===== config.mk =====
export PLATFORM = sky130hd
export DESIGN_NAME = instr_encoder
export DESIGN_NICKNAME = d
export VERILOG_FILES = /design/src/rtl/instr_encoder.sv
export SDC_FILE = /design/constraint.sdc
export NUM_CORES = 1
export LEC_CHECK = 0
export BUFFER_PORTS_ARGS = -buffer_cell sky130_fd_sc_hd__buf_2
export CORE_AREA = 2 2 81 83
export CTS_CLUSTER_SIZE = 8
export DETAILED_ROUTE_END_ITERATION = 8
export DIE_AREA = 0 0 83 85
export MAX_ROUTING_LAYER = met4
export PLACE_DENSITY = 0.85
export SLEW_MARGIN = 10
export SYNTH_ARGS = -nofsm -noshare
export SYNTH_HDL_FRONTEND = slang
export SYNTH_SLANG_ARGS = --single-unit

===== constraint.sdc =====
create_clock -name clk -period 3.93 [get_ports clk]
set_input_delay 0.786 -clock clk [delete_from_list [all_inputs] [get_ports clk]]
set_output_delay 0.786 -clock clk [all_outputs]
set_load 0.05 [all_outputs]

===== src/rtl/instr_encoder.sv =====
// instr_encoder
//   Packs decoded RV32I fields (format, opcode, registers, funct fields and a
//   flat 32-bit immediate) into an instruction word and writes it into
//   instruction memory at an auto-incrementing word address. Immediates that
//   the selected format cannot encode are rejected with an error code.
//   A one-entry output buffer sits between the field input and the memory port.
//
// Ports
//   clk, rst                 clock, synchronous active-high reset
//   clear                    restart the load sequence at BASE_ADDR
//   in_valid / in_ready      field bundle handshake
//   in_fmt                   0=R 1=I 2=S 3=B 4=U 5=J (6,7 illegal)
//   in_opcode, in_rd, in_rs1, in_rs2, in_funct3, in_funct7, in_imm
//   mem_we / mem_ready       memory write handshake
//   mem_addr, mem_wdata      buffered write address and packed word
//   err, err_code            one-cycle reject pulse, sticky code (1=range,
//                            2=alignment, 3=illegal format)
//   count                    legal words accepted since reset/clear
//   full                     top address written, no further accepts
module instr_encoder #(
  parameter int ADDR_W    = 8,
  parameter int BASE_ADDR = 0
) (
  input  logic              clk,
  input  logic              rst,
  input  logic              clear,
  input  logic              in_valid,
  output logic              in_ready,
  input  logic [2:0]        in_fmt,
  input  logic [6:0]        in_opcode,
  input  logic [4:0]        in_rd,
  input  logic [4:0]        in_rs1,
  input  logic [4:0]        in_rs2,
  input  logic [2:0]        in_funct3,
  input  logic [6:0]        in_funct7,
  input  logic [31:0]       in_imm,
  output logic              mem_we,
  output logic [ADDR_W-1:0] mem_addr,
  output logic [31:0]       mem_wdata,
  input  logic              mem_ready,
  output logic              err,
  output logic [1:0]        err_code,
  output logic [ADDR_W:0]   count,
  output logic              full
);

  localparam logic [ADDR_W-1:0] PTR_BASE = ADDR_W'(BASE_ADDR);
  localparam logic [ADDR_W-1:0] PTR_ONE  = ADDR_W'(1);
  localparam logic [ADDR_W:0]   CNT_ONE  = (ADDR_W + 1)'(1);

  localparam logic [2:0] FMT_R = 3'd0;
  localparam logic [2:0] FMT_I = 3'd1;
  localparam logic [2:0] FMT_S = 3'd2;
  localparam logic [2:0] FMT_B = 3'd3;
  localparam logic [2:0] FMT_U = 3'd4;
  localparam logic [2:0] FMT_J = 3'd5;

  logic [ADDR_W-1:0] wr_ptr;
  logic [31:0]       packed_word;
  logic [1:0]        chk_code;
  logic              accept;
  logic              sext_is;
  logic              sext_b;
  logic              sext_j;

  assign in_ready = !full && !clear && (!mem_we || mem_ready);
  assign accept   = in_valid && in_ready;

  // An immediate fits its field when every bit above the field's sign bit
  // matches that sign bit.
  assign sext_is = (&in_imm[31:11]) || !(|in_imm[31:11]);
  assign sext_b  = (&in_imm[31:12]) || !(|in_imm[31:12]);
  assign sext_j  = (&in_imm[31:20]) || !(|in_imm[31:20]);

  always_comb begin
    packed_word = 32'd0;
    case (in_fmt)
      FMT_R: packed_word = {in_funct7, in_rs2, in_rs1, in_funct3, in_rd, in_opcode};
      FMT_I: packed_word = {in_imm[11:0], in_rs1, in_funct3, in_rd, in_opcode};
      FMT_S: packed_word = {in_imm[11:5], in_rs2, in_rs1, in_funct3, in_imm[4:0], in_opcode};
      FMT_B: packed_word = {in_imm[12], in_imm[10:5], in_rs2, in_rs1, in_funct3,
                            in_imm[4:1], in_imm[11], in_opcode};
      FMT_U: packed_word = {in_imm[31:12], in_rd, in_opcode};
      FMT_J: packed_word = {in_imm[20], in_imm[10:1], in_imm[11], in_imm[19:12],
                            in_rd, in_opcode};
      default: packed_word = 32'd0;
    endcase
  end

  // Priority: format, then alignment, then range.
  always_comb begin
    chk_code = 2'd0;
    if (in_fmt > FMT_J) begin
      chk_code = 2'd3;
    end else if (((in_fmt == FMT_B) || (in_fmt == FMT_J)) && in_imm[0]) begin
      chk_code = 2'd2;
    end else if ((in_fmt == FMT_U) && (|in_imm[11:0])) begin
      chk_code = 2'd2;
    end else if (((in_fmt == FMT_I) || (in_fmt == FMT_S)) && !sext_is) begin
      chk_code = 2'd1;
    end else if ((in_fmt == FMT_B) && !sext_b) begin
      chk_code = 2'd1;
    end else if ((in_fmt == FMT_J) && !sext_j) begin
      chk_code = 2'd1;
    end
  end

  always_ff @(posedge clk) begin
    if (rst) begin
      mem_we    <= 1'b0;
      mem_addr  <= '0;
      mem_wdata <= 32'd0;
      err       <= 1'b0;
      err_code  <= 2'd0;
      count     <= '0;
      full      <= 1'b0;
      wr_ptr    <= PTR_BASE;
    end else begin
      err <= 1'b0;
      if (mem_we && mem_ready) begin
        mem_we <= 1'b0;
      end
      if (accept) begin
        if (chk_code == 2'd0) begin
          // Reload overrides the completion above for back-to-back writes.
          mem_we    <= 1'b1;
          mem_addr  <= wr_ptr;
          mem_wdata <= packed_word;
          wr_ptr    <= wr_ptr + PTR_ONE;
          count     <= count + CNT_ONE;
          if (wr_ptr == '1) begin
            full <= 1'b1;
          end
        end else begin
          err      <= 1'b1;
          err_code <= chk_code;
        end
      end
      // accept is blocked while clear is high, so these never collide with
      // the updates above; the buffered write is left to drain.
      if (clear) begin
        wr_ptr <= PTR_BASE;
        count  <= '0;
        full   <= 1'b0;
      end
    end
  end

endmodule


==> results.txt <==
- Yosys printed 0 warnings.
- Worst path required time: 4.21 ns
- RSZ-0062 raised after global routing: no
* Avg Inst Size Synth: 8.00 µm²
- After layout, the worst path uses 73.8% of the clock period.
* Setup crit start: in_fmt[2]
* Clock-pin transition on the worst setup and hold timing paths: 0.07 ns
* Total Routed Length: 8590 µm
- The analysis attributes to cell leakage a power of 1.69 nW.
- The completed layout was analyzed and its total power is 1.45 mW.
* Worst IR Drop VDD: 0.247 mV
- Final Hold Vio Count: 0
* Quantity of gates resized following cts: 0
- Pin count of the biggest net entering global routing: 76
- Counting the buffers created by CTS gives 9.
- Total via count after detailed routing: 3,338
* Overall die width: 83 µm
* Height of the die: 85 µm
- Max-cap violation count: 0
- The path class of the tightest hold or removal check is reg2reg.
- H-tree levels: 3
- Number of cells on the critical path: 7
- The first global-routing pass estimated 14,000 µm of wire.
* Endpoint arrival time on the critical path: 3.18 ns
- Global-route congestion overflow total: 0
* Max Fclk: 345 MHz
- Clock Sinks: 62
* Starting density of the core: 51.8%
- The max-slew violation total from the final report came to 0.
- Delay of the slowest cell on the worst path: 0.66 ns
- Drt first-iter violations: 183
- Core area: 6200 µm²
- Final setup violation count: 0
* Worst Skew: 0.00377 ns
* Sequential element share of the synthesized area: 38.6%
- FF+latch count, synth: 62
- Share of synthesized registers carrying an async set or reset: 0%
- Final routed DRC violation total: 0
* Detail-routed via count per cell: 5.61
* End of the worst register-to-register path: wr_ptr[7]$_SDFFE_PP0P_
* Number of synthesized flops with an enable pin: 0
- Ranked by total cell area, the synthesized netlist is headed by dfxtp_1 39%, a21oi_1 7.8%, nor2_1 6.8%, nand2_1 4.8%, mux2i_1 4.7%.
* Area fraction of the dominant cell type after synthesis: 38.6%
* R2R cell count: 6
- STA classifies the critical path endpoint as a flip-flop.
- Startpoint-to-endpoint class of the critical path: in2reg
* Gr usage total: 24.9%
* Top cells by count, synth: 62 x dfxtp_1, 58 x nor2_1, 50 x a21oi_1
* Actual transition at the worst max-transition pin: 0.870 ns
- In this design, the largest share of critical-path delay is due to compound AO/OA/AOI/OAI gates.
* Accumulated negative setup slack: 0 ns
* Total Die Area: 7060 µm²
- Buffers placed on the I/O ports in this run total 126.
- Most used DFF post-synth: dfxtp_1
- Vias in the first global route: 3,077
- After detailed placement, the total cell area comes to 3860 µm².
- The initialized floorplan defines 29 standard-cell rows.
* Number of nets with antenna violations after detailed routing: 0
- Maximum buffer depth of the clock tree: 2
- The initial antenna violation count is 0.
* Synth Net Count: 476
- Headroom to the max-slew limit: 42.0%
* Worst setup path end: wr_ptr[7]$_SDFFE_PP0P_
- Synthesis produced a netlist whose cell count is 402.
* Antenna Cells: 0
- Cell area power density: 357 nW/µm²
* Kind of start point of the critical path: input port
- Post-layout min period: 2.90 ns
- DPL Wire Length: 6260 µm
- CTS placed an instance of clkbuf_8 at the clock tree root.
- Result of the run: finished clean
- Of the cells placed in the final design, the portion with a size suffix greater than 1 is 30.3%.
- Top cell type by total area after synthesis: dfxtp_1
- Critical Path Slowest Stage Cell: a2111o_1
* Top-count cell post-synth: dfxtp_1
- The critical path goes through buf_2, inv_2, a31oi_1, o221ai_2, a2111o_1, or4_1, a21oi_1.
- Hold is met by 0.452 ns.
- The congestion estimate from routability-driven global placement came to 0.919.
- Crit path max fanout: 23
* Number of distinct library cells after synthesis: 55
- From synthesis to final layout, the design area changed by 26.0%.
* Wire per inst: 14.4 µm
- For flop-to-flop paths, the worst setup slack is 1.64 ns.
- Finished layout cell area: 4050 µm²
- Cell Area, Synth: 3220 µm²
- The final layout contains 588 nets.
* Length of the first detailed-routing pass in iterations: 4
* IO Count: 127
- Post-CTS timing repair inserted 0 buffers for setup.
- Clock Latency Late Sink: 0.35 ns
- R2R Path Start: mem_we$_SDFF_PP0_
- The critical path contains buffers and inverters numbering 2 combined.
* Clock tree from TritonCTS: built
- For this design, the CTS-stage hold fixing added 0 buffers.
==> sequential cells by signal, indices dropped and copies added, names as in the netlist <==
signal and flops:
err 1, err_code 2, count 9, mem_addr 8, full 1, mem_we 1
wr_ptr 8, mem_wdata 32
==> worst reg2reg max path, delay by kind of cell, from the launching register on <==
family / cells / cell delay [ns]
flops: 1 / 0.30
simple gates: 4 / 1.21
compound gates: 2 / 0.71
==> power breakdown <==
part,switching [mW],internal (mW)
Sequential,0.00719,0.642
Clock,0.245,0.304
Combinational,0.161,0.0876
==> worst min-delay path by stage <==
stage / depth (start not counted) / to / start / slack (ns)
4_1_cts: 2 / mem_addr[6]$_SDFFE_PP0P_ / mem_addr[6]$_SDFFE_PP0P_ / 0.46
6_report: 2 / mem_wdata[2]$_SDFFE_PP0P_ / mem_wdata[2]$_SDFFE_PP0P_ / 0.45
5_1_grt: 2 / mem_addr[3]$_SDFFE_PP0P_ / mem_addr[3]$_SDFFE_PP0P_ / 0.48
2_1_floorplan: 2 / mem_addr[7]$_SDFFE_PP0P_ / wr_ptr[7]$_SDFFE_PP0P_ / 0.45
3_3_place_gp: 2 / mem_wdata[1]$_SDFFE_PP0P_ / mem_wdata[1]$_SDFFE_PP0P_ / 0.43
3_5_place_dp: 2 / mem_addr[6]$_SDFFE_PP0P_ / mem_addr[6]$_SDFFE_PP0P_ / 0.45
==> stage by stage <==
step / std cells / setup slack [ns] / utilization (%)
final: 595 / 1.03 / 65.3
after global routing: 595 / 0.877 / 65.3
after CTS: 595 / 1.03 / 65.3
after detailed placement: 580 / 0.684 / 62.3
after global placement: 580 / 0.748 / 62.3
after floorplan: 402 / 0.510 / -
==> placed cells by master (no fill, tap or decap), drive strengths merged, types with 7 or more instances in the layout <==
cell	count
a211oi	16
a21oi	50
a22o	8
buf	131
clkbuf	11
dfxtp	62
mux2i	15
nand2	41
nand3	14
nand4	7
nor2	58
nor2b	14
nor3	9
nor4	7
==> final cells by class <==
| type | count | area (µm²) |
|---|---|---|
| fillers | 557 | 2150 |
| flip-flops and latches | 62 | 1240 |
| inverters | 4 | 15.0 |
| well taps | 77 | 96.3 |
| repair buffers | 131 | 681 |
| multi-input cells | 306 | 1830 |
| clock inverters | 4 | 47.5 |
| clock buffers | 11 | 141 |
==> cells by family (layout without fill, tap and decap cells) <==
kind of cell / count (synthesis) / count (layout) / synth area share, %
XOR/XNOR: 3 / 3 / 0.817
flip-flops: 62 / 62 / 38.6
buffers and inverters: 34 / 150 / 4.47
AO/OA/AOI/OAI: 111 / 111 / 24.2
AND/OR/NAND/NOR: 173 / 173 / 25.8
multiplexers: 17 / 17 / 5.37
adder cells (fa/ha/maj): 2 / 2 / 0.778
==> layer usage <==
layer | vias up | routed length, µm | GRT usage [%]
met5 | - | 0 | -
met3 | 14 | 483 | 6.42
met4 | 0 | 123 | 6.71
met1 | 1529 | 3760 | 30.3
met2 | 107 | 4230 | 41.4
li1 | 1688 | - | -
No activity file was read; power rests on OpenSTA's default activity.
